$ cat config.mk
export PLATFORM = sky130hd
export DESIGN_NAME = debounce_sync
export DESIGN_NICKNAME = d
export VERILOG_FILES = /design/src/rtl/debounce_pkg.sv /design/src/rtl/debounce_sync_chain.sv /design/src/rtl/debounce_sync.sv
export SDC_FILE = /design/constraint.sdc
export NUM_CORES = 1
export LEC_CHECK = 0
export CAP_MARGIN = 10
export CORE_AREA = 2 2 39 41
export CTS_BUF_LIST = sky130_fd_sc_hd__clkbuf_8
export CTS_CLUSTER_DIAMETER = 100
export CTS_CLUSTER_SIZE = 12
export DETAILED_ROUTE_END_ITERATION = 12
export DIE_AREA = 0 0 41 43
export PLACE_DENSITY = 0.59
export SLEW_MARGIN = 20
export SYNTH_ARGS = -nofsm -noshare
export SYNTH_HDL_FRONTEND = slang
export SYNTH_HIERARCHICAL = 1
export SYNTH_SLANG_ARGS = --single-unit
$ cat constraint.sdc
create_clock -name clk -period 1.8 [get_ports clk]
set_clock_uncertainty 0.2 [all_clocks]
set_input_delay 0.27 -clock clk [delete_from_list [all_inputs] [get_ports clk]]
set_output_delay 0.27 -clock clk [all_outputs]
set_load 0.005 [all_outputs]
$ cat src/rtl/debounce_pkg.sv
// Shared definitions for the debounce_sync block.
//   state_e                : qualification FSM states
//   DEFAULT_SYNC_STAGES    : default synchronizer depth
//   DEFAULT_STABLE_CYCLES  : default number of agreeing samples before q moves
package debounce_pkg;

  localparam int unsigned DEFAULT_SYNC_STAGES   = 2;
  localparam int unsigned DEFAULT_STABLE_CYCLES = 4;

  typedef enum logic [1:0] {
    STABLE_LO = 2'd0,
    WAIT_HI   = 2'd1,
    STABLE_HI = 2'd2,
    WAIT_LO   = 2'd3
  } state_e;

  // True for the two qualification states; busy mirrors this.
  function automatic logic is_wait(input state_e s);
    return (s == WAIT_HI) || (s == WAIT_LO);
  endfunction

endpackage

$ cat src/rtl/debounce_sync_chain.sv
// sync_chain: multi-flop synchronizer for a single asynchronous level.
//   clk   : sampling clock
//   rst   : synchronous active-high reset, clears every stage
//   d_in  : asynchronous input level
//   d_out : synchronized level (last stage of the chain)
module sync_chain #(
  parameter int unsigned STAGES = 2
) (
  input  logic clk,
  input  logic rst,
  input  logic d_in,
  output logic d_out
);

  logic [STAGES-1:0] chain;

  always_ff @(posedge clk) begin
    if (rst) begin
      chain <= '0;
    end else begin
      chain <= {chain[STAGES-2:0], d_in};
    end
  end

  assign d_out = chain[STAGES-1];

endmodule

$ cat src/rtl/debounce_sync.sv
// debounce_sync: synchronizes a raw asynchronous level and only lets q follow
// it after STABLE_CYCLES consecutive agreeing samples.
//   clk  : single clock, all state on the rising edge
//   rst  : synchronous active-high reset
//   d    : raw asynchronous level
//   q    : debounced, synchronized level (registered)
//   rise : one-cycle pulse after q goes 0->1 (registered)
//   fall : one-cycle pulse after q goes 1->0 (registered)
//   busy : high while a candidate level change is being qualified
module debounce_sync
  import debounce_pkg::*;
#(
  parameter int unsigned SYNC_STAGES   = DEFAULT_SYNC_STAGES,
  parameter int unsigned STABLE_CYCLES = DEFAULT_STABLE_CYCLES
) (
  input  logic clk,
  input  logic rst,
  input  logic d,
  output logic q,
  output logic rise,
  output logic fall,
  output logic busy
);

  if (SYNC_STAGES < 2) begin : g_bad_sync_stages
    $error("debounce_sync: SYNC_STAGES must be at least 2");
  end
  if (STABLE_CYCLES < 1) begin : g_bad_stable_cycles
    $error("debounce_sync: STABLE_CYCLES must be at least 1");
  end

  localparam int unsigned CW = $clog2(STABLE_CYCLES + 1);
  // The qualifying edge is the one where count would reach STABLE_CYCLES,
  // i.e. the edge seen while count already holds STABLE_CYCLES-1.
  localparam logic [CW-1:0] CNT_LAST = CW'(STABLE_CYCLES - 1);
  localparam logic [CW-1:0] CNT_ONE  = CW'(1);
  localparam bit            DIRECT   = (STABLE_CYCLES == 1);

  logic          d_s;
  state_e        state;
  logic [CW-1:0] count;

  sync_chain #(
    .STAGES(SYNC_STAGES)
  ) u_sync (
    .clk  (clk),
    .rst  (rst),
    .d_in (d),
    .d_out(d_s)
  );

  // busy is registered alongside the state so it is high exactly while the
  // FSM sits in a WAIT state; pulses default low and are set only on a toggle.
  always_ff @(posedge clk) begin
    if (rst) begin
      state <= STABLE_LO;
      count <= '0;
      q     <= 1'b0;
      rise  <= 1'b0;
      fall  <= 1'b0;
      busy  <= 1'b0;
    end else begin
      rise <= 1'b0;
      fall <= 1'b0;
      case (state)
        STABLE_LO: begin
          if (d_s) begin
            if (DIRECT) begin
              state <= STABLE_HI;
              q     <= 1'b1;
              rise  <= 1'b1;
              busy  <= 1'b0;
            end else begin
              state <= WAIT_HI;
              count <= CNT_ONE;
              busy  <= 1'b1;
            end
          end
        end

        WAIT_HI: begin
          if (d_s) begin
            if (count == CNT_LAST) begin
              state <= STABLE_HI;
              count <= '0;
              q     <= 1'b1;
              rise  <= 1'b1;
              busy  <= 1'b0;
            end else begin
              count <= count + CNT_ONE;
            end
          end else begin
            state <= STABLE_LO;
            count <= '0;
            busy  <= 1'b0;
          end
        end

        STABLE_HI: begin
          if (!d_s) begin
            if (DIRECT) begin
              state <= STABLE_LO;
              q     <= 1'b0;
              fall  <= 1'b1;
              busy  <= 1'b0;
            end else begin
              state <= WAIT_LO;
              count <= CNT_ONE;
              busy  <= 1'b1;
            end
          end
        end

        WAIT_LO: begin
          if (!d_s) begin
            if (count == CNT_LAST) begin
              state <= STABLE_LO;
              count <= '0;
              q     <= 1'b0;
              fall  <= 1'b1;
              busy  <= 1'b0;
            end else begin
              count <= count + CNT_ONE;
            end
          end else begin
            state <= STABLE_HI;
            count <= '0;
            busy  <= 1'b0;
          end
        end

        default: begin
          state <= STABLE_LO;
          count <= '0;
          q     <= 1'b0;
          busy  <= 1'b0;
        end
      endcase
    end
  end

endmodule

==> key figures, run 1 <==
Die
  – Core ar.: 1380 um^2
  – Cell Rows: 14
  – Die area: 1760 um^2
  – Die width: 41 um
  – Io pins: 7
  – Initial core utilization: between 30% and 40%
  – Die Span Y: roughly 43 um

Logic synthesis
  – YS warnings: 6
  – Post-synth EDFFs: 0
  – Prevailing post-synth register cell: dfxtp_1
  – Synth unique cells: 23
  – Mean area per synthesized cell: about 10 um^2
  – Ys async rst share: 0%
  – Post-Syn Area: approximately 440 um^2
  – FF+latch count, synth: 11
  – Sequential share of the synthesized area: about half
  – Mapped Cells: 43
  – Syn nets: 47

Route
  – Met3 wire len: roughly 28 um
  – DRT met1 WL: around 350 um
  – Top sig layer: met4
  – DRT iter0 DRCs: 3
  – DRC: 0
  – Vias per inst: around 4.7
  – Final ANT Viol Nets: 0
  – Final WL: between 700 and 800 um
  – WL/cell: approximately 10 um
  – Drt pass-1 iters: 2
  – Vias post-DR: 320
  – Met2 WL post-DR: 319 um

Clocking
  – TritonCTS Buffers: 3
  – Root buf cell: clkbuf_8
  – CTS tree: built
  – Post-CTS Setup Inserts: 0
  – Clock latency at the later pin of the worst-skew pair: between 0.2 and 0.25 ns
  – Clock transition at path regs: about 0.05 ns
  – H-tree Lvls: 1
  – Post-CTS Resized: 0
  – CTS Hold Bufs: 0
  – CTS Sinks: 11
  – Clock buffer depth: 2

Critical path
  – R2R Setup Slk: around 0.25 ns
  – Crit path arrival time: 1.08 ns
  – Crit path buf inv count: 1
  – Critical R2R Launch: u_sync/chain[1]
  – Crit path largest cell delay: about 0.51 ns
  – CP Capture Type: output pin
  – WS Path Type: flip-flop to output pin
  – Worst endpoint required time: about 1.3 ns
  – Maximum fanout along the worst path: 3
  – Largest delay share family, worst path: buffers and inverters
  – Startpoint class of the critical path: flip-flop
  – Worst Reg-to-Reg Cells: 3
  – Cell Chain, Critical Path: clkdlybuf4s50_1
  – RR Endpoint: count[2]
  – Slowest cell on crit path: clkdlybuf4s50_1
  – CP Launch Point: q

Timing
  – Worst Max-Slew Pin Slew: 0.333 ns
  – Final setup TNS: 0 ns
  – Setup Viol. Count Final: 0
  – Fmax achieved: between 600 and 700 MHz
  – Final hold vios: 0
  – Final min period: 1.55 ns
  – Tcrit/Tclk final: approximately 86%
  – Worst rel slew slack: between 70 and 80%
  – Worst setup margin: 0.253 ns
  – Unrepaired setup endpoints after global routing: false
  – Slew Viols, Final: 0

Power and ir drop
  – Share of power burned in registers: 49.1%
  – Switching share of power: approximately a fifth
  – Logic gate share of total power: under 10%
  – Power share of the clock group: around 44%
  – Leak pwr: about 0.2 nW
  – Net switching power: about 0.00011 W
  – VDD IR-drop max: ~0.00046 V
  – Pwr per Cell Area: 937 nW/um^2
  – Int Pwr: 0.000427 W

GRT
  – Vias in the first global route: 268
  – Initial antenna violation count: 0
  – Global-route usage over all layers: between 10% and 20%
  – Global-route wire length before repair: roughly 1100 um
  – Largest net degree at the start of global routing: 10
  – Grt ovf: 0

Finish
  – Layout area overhead: 27.9%
  – Final net count: 57
  – Share of layout cells above drive strength 1: 15.4%
  – Antenna cells: 0

Min path
  – Hold Crit Endpoint: u_sync/chain[1]
  – Worst min-delay path category: flip-flop to flip-flop
  – Hold Path Depth: 1
  – Critical hold path startpoint: u_sync/chain[0]

Place
  – RD Place Congestion: about 0.63
  – IO buf count: 6
  – Pre-CTS WS: 0.240 ns

Flow run
  – Max Cap Viol: 0

Status
  – Status: completed
cells by family (layout without fill, tap and decap cells):
| group | after synthesis | after routing | share of synthesized area [%] |
|---|---|---|---|
| AO/OA/AOI/OAI | 7 | 7 | 11.3 |
| buffers and inverters | 2 | 11 | 1.97 |
| AND/OR/NAND/NOR | 19 | 19 | 26.2 |
| XOR/XNOR | 2 | 2 | 5.64 |
| flip-flops | 11 | 11 | 49.6 |
| multiplexers | 1 | 1 | 2.54 |
| adder cells (fa/ha/maj) | 1 | 1 | 2.82 |
sequential cells by signal, summed over array words and instances, names as in the netlist, named ones only:
signal and flops:
state 1, count 3, u_sync/chain 2, busy 1, rise 1, fall 1
q 1
metal layers:
| metal | GRT usage (%) | vias up |
|---|---|---|
| li1 | - | 169 |
| met5 | 0 | - |
| met2 | 12.5 | 5 |
| met1 | 13.9 | 144 |
| met3 | 3.14 | 2 |
| met4 | 14.0 | 0 |
worst reg2reg max path, stage by stage, from the launching register on:
cell,delay [ns]
dfxtp_1,0.48
xor2_2,0.27
mux2_2,0.37
nor3b_1,0.15
synth_stat cells (2+ instances only):
master	instances	area [um^2]
nor4b_1	2	17.5
a21oi_1	3	15.0
nor2_1	2	7.51
nand2b_1	2	12.5
dfxtp_1	11	220
nor2b_1	3	18.8
nand2_1	3	11.3
nand3b_1	2	15.0
layout make-up:
class	count	area (um^2)
Fill cell	142	816
Sequential cell	11	220
Multi-Input combinational cell	30	215
Timing Repair Buffer	7	67.6
Clock buffer	3	41.3
Tap cell	16	20.0
Clock inverter	1	3.75
power by group through the flow:
stage / sequential [W] / combinational, W / clock [W]
2_1_floorplan: 0.000264 / 0.0000222 / 0
3_3_place_gp: 0.000266 / 0.0000383 / 0
3_5_place_dp: 0.000266 / 0.0000385 / 0
4_1_cts: 0.000261 / 0.0000391 / 0.000244
5_1_grt: 0.000262 / 0.0000418 / 0.000260
6_report: 0.000261 / 0.0000387 / 0.000232
worst max-delay path by stage:
stage               slack [ns]        to  cells past startpoint
global placement          0.27  count[2]                      3
finish                    0.25         q                      1
floorplan                 0.37  count[2]                      4
CTS                       0.23      busy                      1
global route              0.15  count[2]                      3
detailed placement        0.24  count[0]                      2
cell usage in the layout (no fill, tap or decap):
cell             instances
nor4b_1                  2
clkdlybuf4s50_1          6
nor2_1                   2
nor3b_1                  1
o21ai_0                  1
nand3b_1                 2
or2_2                    1
dfxtp_1                 11
nor2b_1                  3
a21oi_1                  3
clkbuf_8                 3
o22ai_1                  1
xnor2_1                  1
a2111oi_0                1
ha_1                     1
nand2_1                  3
and3b_1                  1
inv_1                    1
buf_4                    1
a2111oi_2                1
nand4_1                  1
nand2b_1                 2
mux2_2                   1
nor3_1                   1
xor2_2                   1
through the flow:
stage | instance area (um^2) | instances | utilization, % | hold slack, ns | total power [W]
2_1_floorplan | 444 | 43 | - | 0.142 | 0.000286
6_report | 568 | 68 | 41.0 | 0.237 | 0.000532
5_1_grt | 568 | 68 | 41.0 | 0.257 | 0.000563
3_3_place_gp | 523 | 64 | 37.8 | 0.217 | 0.000304
3_5_place_dp | 523 | 64 | 37.8 | 0.229 | 0.000305
4_1_cts | 568 | 68 | 41.0 | 0.242 | 0.000544
No activity file was read; power rests on OpenSTA's default activity.
==> run 2: changes to the inputs <==
CTS_CLUSTER_DIAMETER = not set   (was 100)
==> results of run 2 <==
Same layout as run 1: the final DEF is identical, and so are final timing and power.
==> run 3: changes to the inputs <==
CTS_CLUSTER_DIAMETER = 150   (was not set)
SKIP_LAST_GASP = 1   (was not set)
==> results of run 3 <==
Same layout as run 1: the final DEF is identical, and so are final timing and power.
==> edit 1, RTL diff (config.mk and constraints of run 2) <==
Add an input register stage for `d`, with the module's reset; this delays it by one clock.
--- a/src/rtl/debounce_sync.sv
+++ b/src/rtl/debounce_sync.sv
@@ -22,6 +22,16 @@
   output logic busy
 );
 
+  logic d_q;
+
+  always_ff @(posedge clk) begin
+    if (rst) begin
+      d_q <= '0;
+    end else begin
+      d_q <= d;
+    end
+  end
+
   if (SYNC_STAGES < 2) begin : g_bad_sync_stages
     $error("debounce_sync: SYNC_STAGES must be at least 2");
   end
@@ -45,7 +55,7 @@
   ) u_sync (
     .clk  (clk),
     .rst  (rst),
-    .d_in (d),
+    .d_in (d_q),
     .d_out(d_s)
   );
 
Formal check against the unedited RTL: not equivalent (Yosys sat finds a counterexample within 4 cycles, from zero or initial values and one cycle with rst high).
==> edit 1 against run 2 <==
Fmax fell by 1.3%. Area after synthesis rose by 8.7%. Total power up 16%. Global-route usage rose by 2.1 points. Largest cell class unchanged. Worst setup slack lost 21 ps. Sequential power grew 7.7%. Sequential cell count rose by 1. Highest routed layer unchanged. Critical path type unchanged. Final area grew 8.6%. Combinational power decreased by 4%. Count of clock-buffer cells in the layout is 1 higher. Routed wire length up 6.3%.
==> edit 1: results (changes against run 2) <==
Finish:
- The final net count is 58 (was 57).

Place:
- The cell total after placement is 65 (was 64).
- The routability congestion estimate is 0.686 (was 0.630).

Global routing:
- The via count of the first global-routing pass is 333 (was 268).
- The met1 routing resource usage after global routing is 15.8% (was 13.9%).
- The maximum number of pins on one net before global-route repair is 15 (was 10).
- The busiest layer in global routing was met2 (was met4).
- The global-route wire length before repair is 1.44 mm (was 1.15 mm).
- The met3 track demand over resource in global routing is 4.71% (was 3.14%).
- The met2 usage in global routing is 16.3% (was 12.5%).

Run status:
- Outcome: finished clean (unchanged).

Synthesis:
- The net count after synthesis is 48 (was 47).
- The mean instance size in the synthesized netlist was 11.0 um^2 (was 10.3 um^2).
- The sequential area share after synthesis is 49.7% (was 49.6%).
- The count of distinct cell types in the synthesized netlist is 25 (was 23).

STA:
- The transition time at the pin with the least slew margin is 276 ps (was 333 ps).

Routing:
- The length of routed met2 wiring is 329 um (was 319 um).
- The final wirelength is 755 um (was 710 um).
- The count of TritonRoute iterations in the first routing pass is 4 (was 2).
- The via count was 337 (was 320).
- The length of routed wiring on met1 came to 350 um (was 345 um).
- The mean routed wirelength per cell is 10.9 um (was 10.4 um).

Critical path:
- The worst endpoint data arrival time is 1100 ps (was 1080 ps).

Power:
- The leakage component of the power is 0.218 nW (was 0.205 nW).

CTS:
- The clock latency on the worst-skew pair came to 250 ps (was 230 ps).
==> edit 1: cell types whose count changed in the layout (fill, tap and decap cells not counted), sizes merged <==
cell	delta
o31ai	+1
nand4b	+1
a2111oi	-1
clkbuf	+1
inv	-1
nand2	-1
dfxtp	+1
==> edit 1: cell type report <==
class | count | area, um^2 | share of cell area, %
Sequential cell | 12 | 240 | 38.9
Clock buffer | 4 | 55.1 | 8.92
Timing Repair Buffer | 7 | 67.6 | 11.0
Multi-Input combinational cell | 30 | 234 | 37.9
Tap cell | 16 | 20.0 | 3.25
==> edit 1: report_power, final <==
part           internal (mW)  switching (mW)  leakage [nW]
clock                  0.194           0.105        0.0288
combinational         0.0228          0.0142        0.0912
sequential             0.275         0.00632        0.0975
==> edit 1: per-stage QoR <==
stage | util [%] | cell area, um^2 | worst slack, ps
2_1_floorplan | - | 483 | 394
3_3_place_gp | 40.6 | 562 | 313
3_5_place_dp | 40.6 | 562 | 288
4_1_cts | 44.6 | 617 | 221
5_1_grt | 44.6 | 617 | 184
6_report | 44.6 | 617 | 233
==> edit 1: worst max path at each step <==
| stage | slack (ps) | cells past startpoint | to |
|---|---|---|---|
| CTS | 220 | 1 | q |
| global route | 180 | 1 | busy |
| finish | 230 | 1 | q |
| global placement | 310 | 4 | q$_SDFFE_PP0P_ |
| detailed placement | 290 | 3 | count[2]$_SDFFE_PP0P_ |
| floorplan | 390 | 4 | count[2]$_SDFFE_PP0P_ |
==> edit 1: cells by family after synthesis <==
group	Yosys count	share of synthesized area, %
fa+ha+maj	1	2.59
simple gates	19	27.5
xor+xnor	2	5.18
compound gates	7	10.1
buf+inv	2	1.81
mux	1	3.11
flops	12	49.7
==> edit 2, RTL diff (settings of run 2) <==
Without the edit above. The package constant `DEFAULT_STABLE_CYCLES` goes from 4 to 8.
--- a/src/rtl/debounce_pkg.sv
+++ b/src/rtl/debounce_pkg.sv
@@ -5,7 +5,7 @@
 package debounce_pkg;
 
   localparam int unsigned DEFAULT_SYNC_STAGES   = 2;
-  localparam int unsigned DEFAULT_STABLE_CYCLES = 4;
+  localparam int unsigned DEFAULT_STABLE_CYCLES = 8;
 
   typedef enum logic [1:0] {
     STABLE_LO = 2'd0,
Formal check against the unedited RTL: not equivalent (a bounded check fails within 10 cycles, from zero or initial values and one cycle with rst high).
==> edit 2 against run 2 <==
Clock power increased by 27%. Synthesized cell count grew 19%. Final area up 15%. Routed wire length is 23% higher. Sequential power increased by 8.4%. Sequential cell count increased by 1. Total power increased by 17%. Fmax down 5.3%. Non-clock buffer count is 2 higher. Area after synthesis rose by 16%. Worst setup slack lost 86 ps. Critical path type is now register to register. Largest cell class is now multi-input combinational cells.
==> edit 2: results (changes against run 2) <==
Run status:
- Outcome: finished clean (unchanged).

Finish:
- The final net count is 66 (was 57).

Synthesis:
- Cell types occupying the most area after synthesis: dfxtp_1 47%, nor2b_1 4.9%, mux2i_1 3.9% (was dfxtp_1 50%, nor2b_1 4.2%, nor4b_1 3.9%).
- The share of Yosys cell area claimed by the top area cell type is 46.6% (was 49.6%).
- The sequential area share after synthesis is 46.6% (was 49.6%).
- The count of distinct cell types in the synthesized netlist came to 28 (was 23).
- Most numerous cell types in the synthesized netlist: 12 x dfxtp_1, 4 x nor2_1, 4 x nor2b_1 (was 11 x dfxtp_1, 3 x a21oi_1, 3 x nand2_1, 3 x nor2b_1).
- The net count after synthesis is 55 (was 47).

Critical path:
- The worst-case reg-to-reg path depth is 4 (was 3).
- The worst setup path endpoint is count[2]$_SDFFE_PP0P_ (was q).
- The kind of cell with the highest combined delay on the critical path is flip-flops (was buffers and inverters).
- The maximum net fanout on the critical path is 6 (was 3).
- The critical-path cell with the highest stage delay is dfxtp_1 (was clkdlybuf4s50_1).
- The launch point of the critical path is u_sync/chain[1]$_SDFF_PP0_ (was q$_SDFFE_PP0P_).

Routing:
- The number of DRC markers in iteration 0 is 2 (was 3).
- The via count is 401 (was 320).

STA:
- The worst hold margin came to 256 ps (was 237 ps).
- The worst slew slack as a fraction of its limit is 72.1% (was 77.2%).

Place:
- The routability congestion estimate came to 0.746 (was 0.630).
- The total placed instance area was 598 um^2 (was 523 um^2).

Global routing:
- The maximum number of pins on one net before global-route repair was 12 (was 10).
- The global-route wire length before repair is 1.44 mm (was 1.15 mm).
- The total routing usage reported by global routing came to 13.4% (was 11.0%).

Power:
- The maximum VDD drop was 0.482 mV (was 0.462 mV).
- The leakage component of the power was 0.249 nW (was 0.205 nW).
## edit 2: routing by layer
layer	part of all wire (%)	up-vias	GRT usage, %
li1	-	206	-
met1	49	181	17.5
met2	42	9	14.4
met3	4.1	5	6.28
met4	4.6	0	14.0
met5	0	-	0
## edit 2: area by class of cell
class / instances / area share (%)
Multi-Input combinational cell: 36 / 39.1
Timing Repair Buffer: 9 / 12.6
Sequential cell: 12 / 36.8
Clock buffer: 4 / 8.43
Tap cell: 16 / 3.07
## edit 2: cells by family after synthesis
family                     share of synthesized area, %
muxes                                              3.88
buffers and inverters                              3.88
DFF                                                46.6
adders and majority gates                          2.43
and+or+nand+nor                                    28.2
xor gates and xnor gates                           1.70
AOI/OAI and AO/OA                                  13.4
## edit 2: power breakdown
group          internal (mW)  switching (mW)
clock network          0.193           0.101
logic                 0.0274          0.0174
registers              0.275         0.00765
## edit 2: through the flow
stage,instances,utilization [%]
after detailed placement,73,43.2
final,77,47.2
after floorplan,51,-
after global placement,73,43.2
after CTS,77,47.2
after global routing,77,47.2
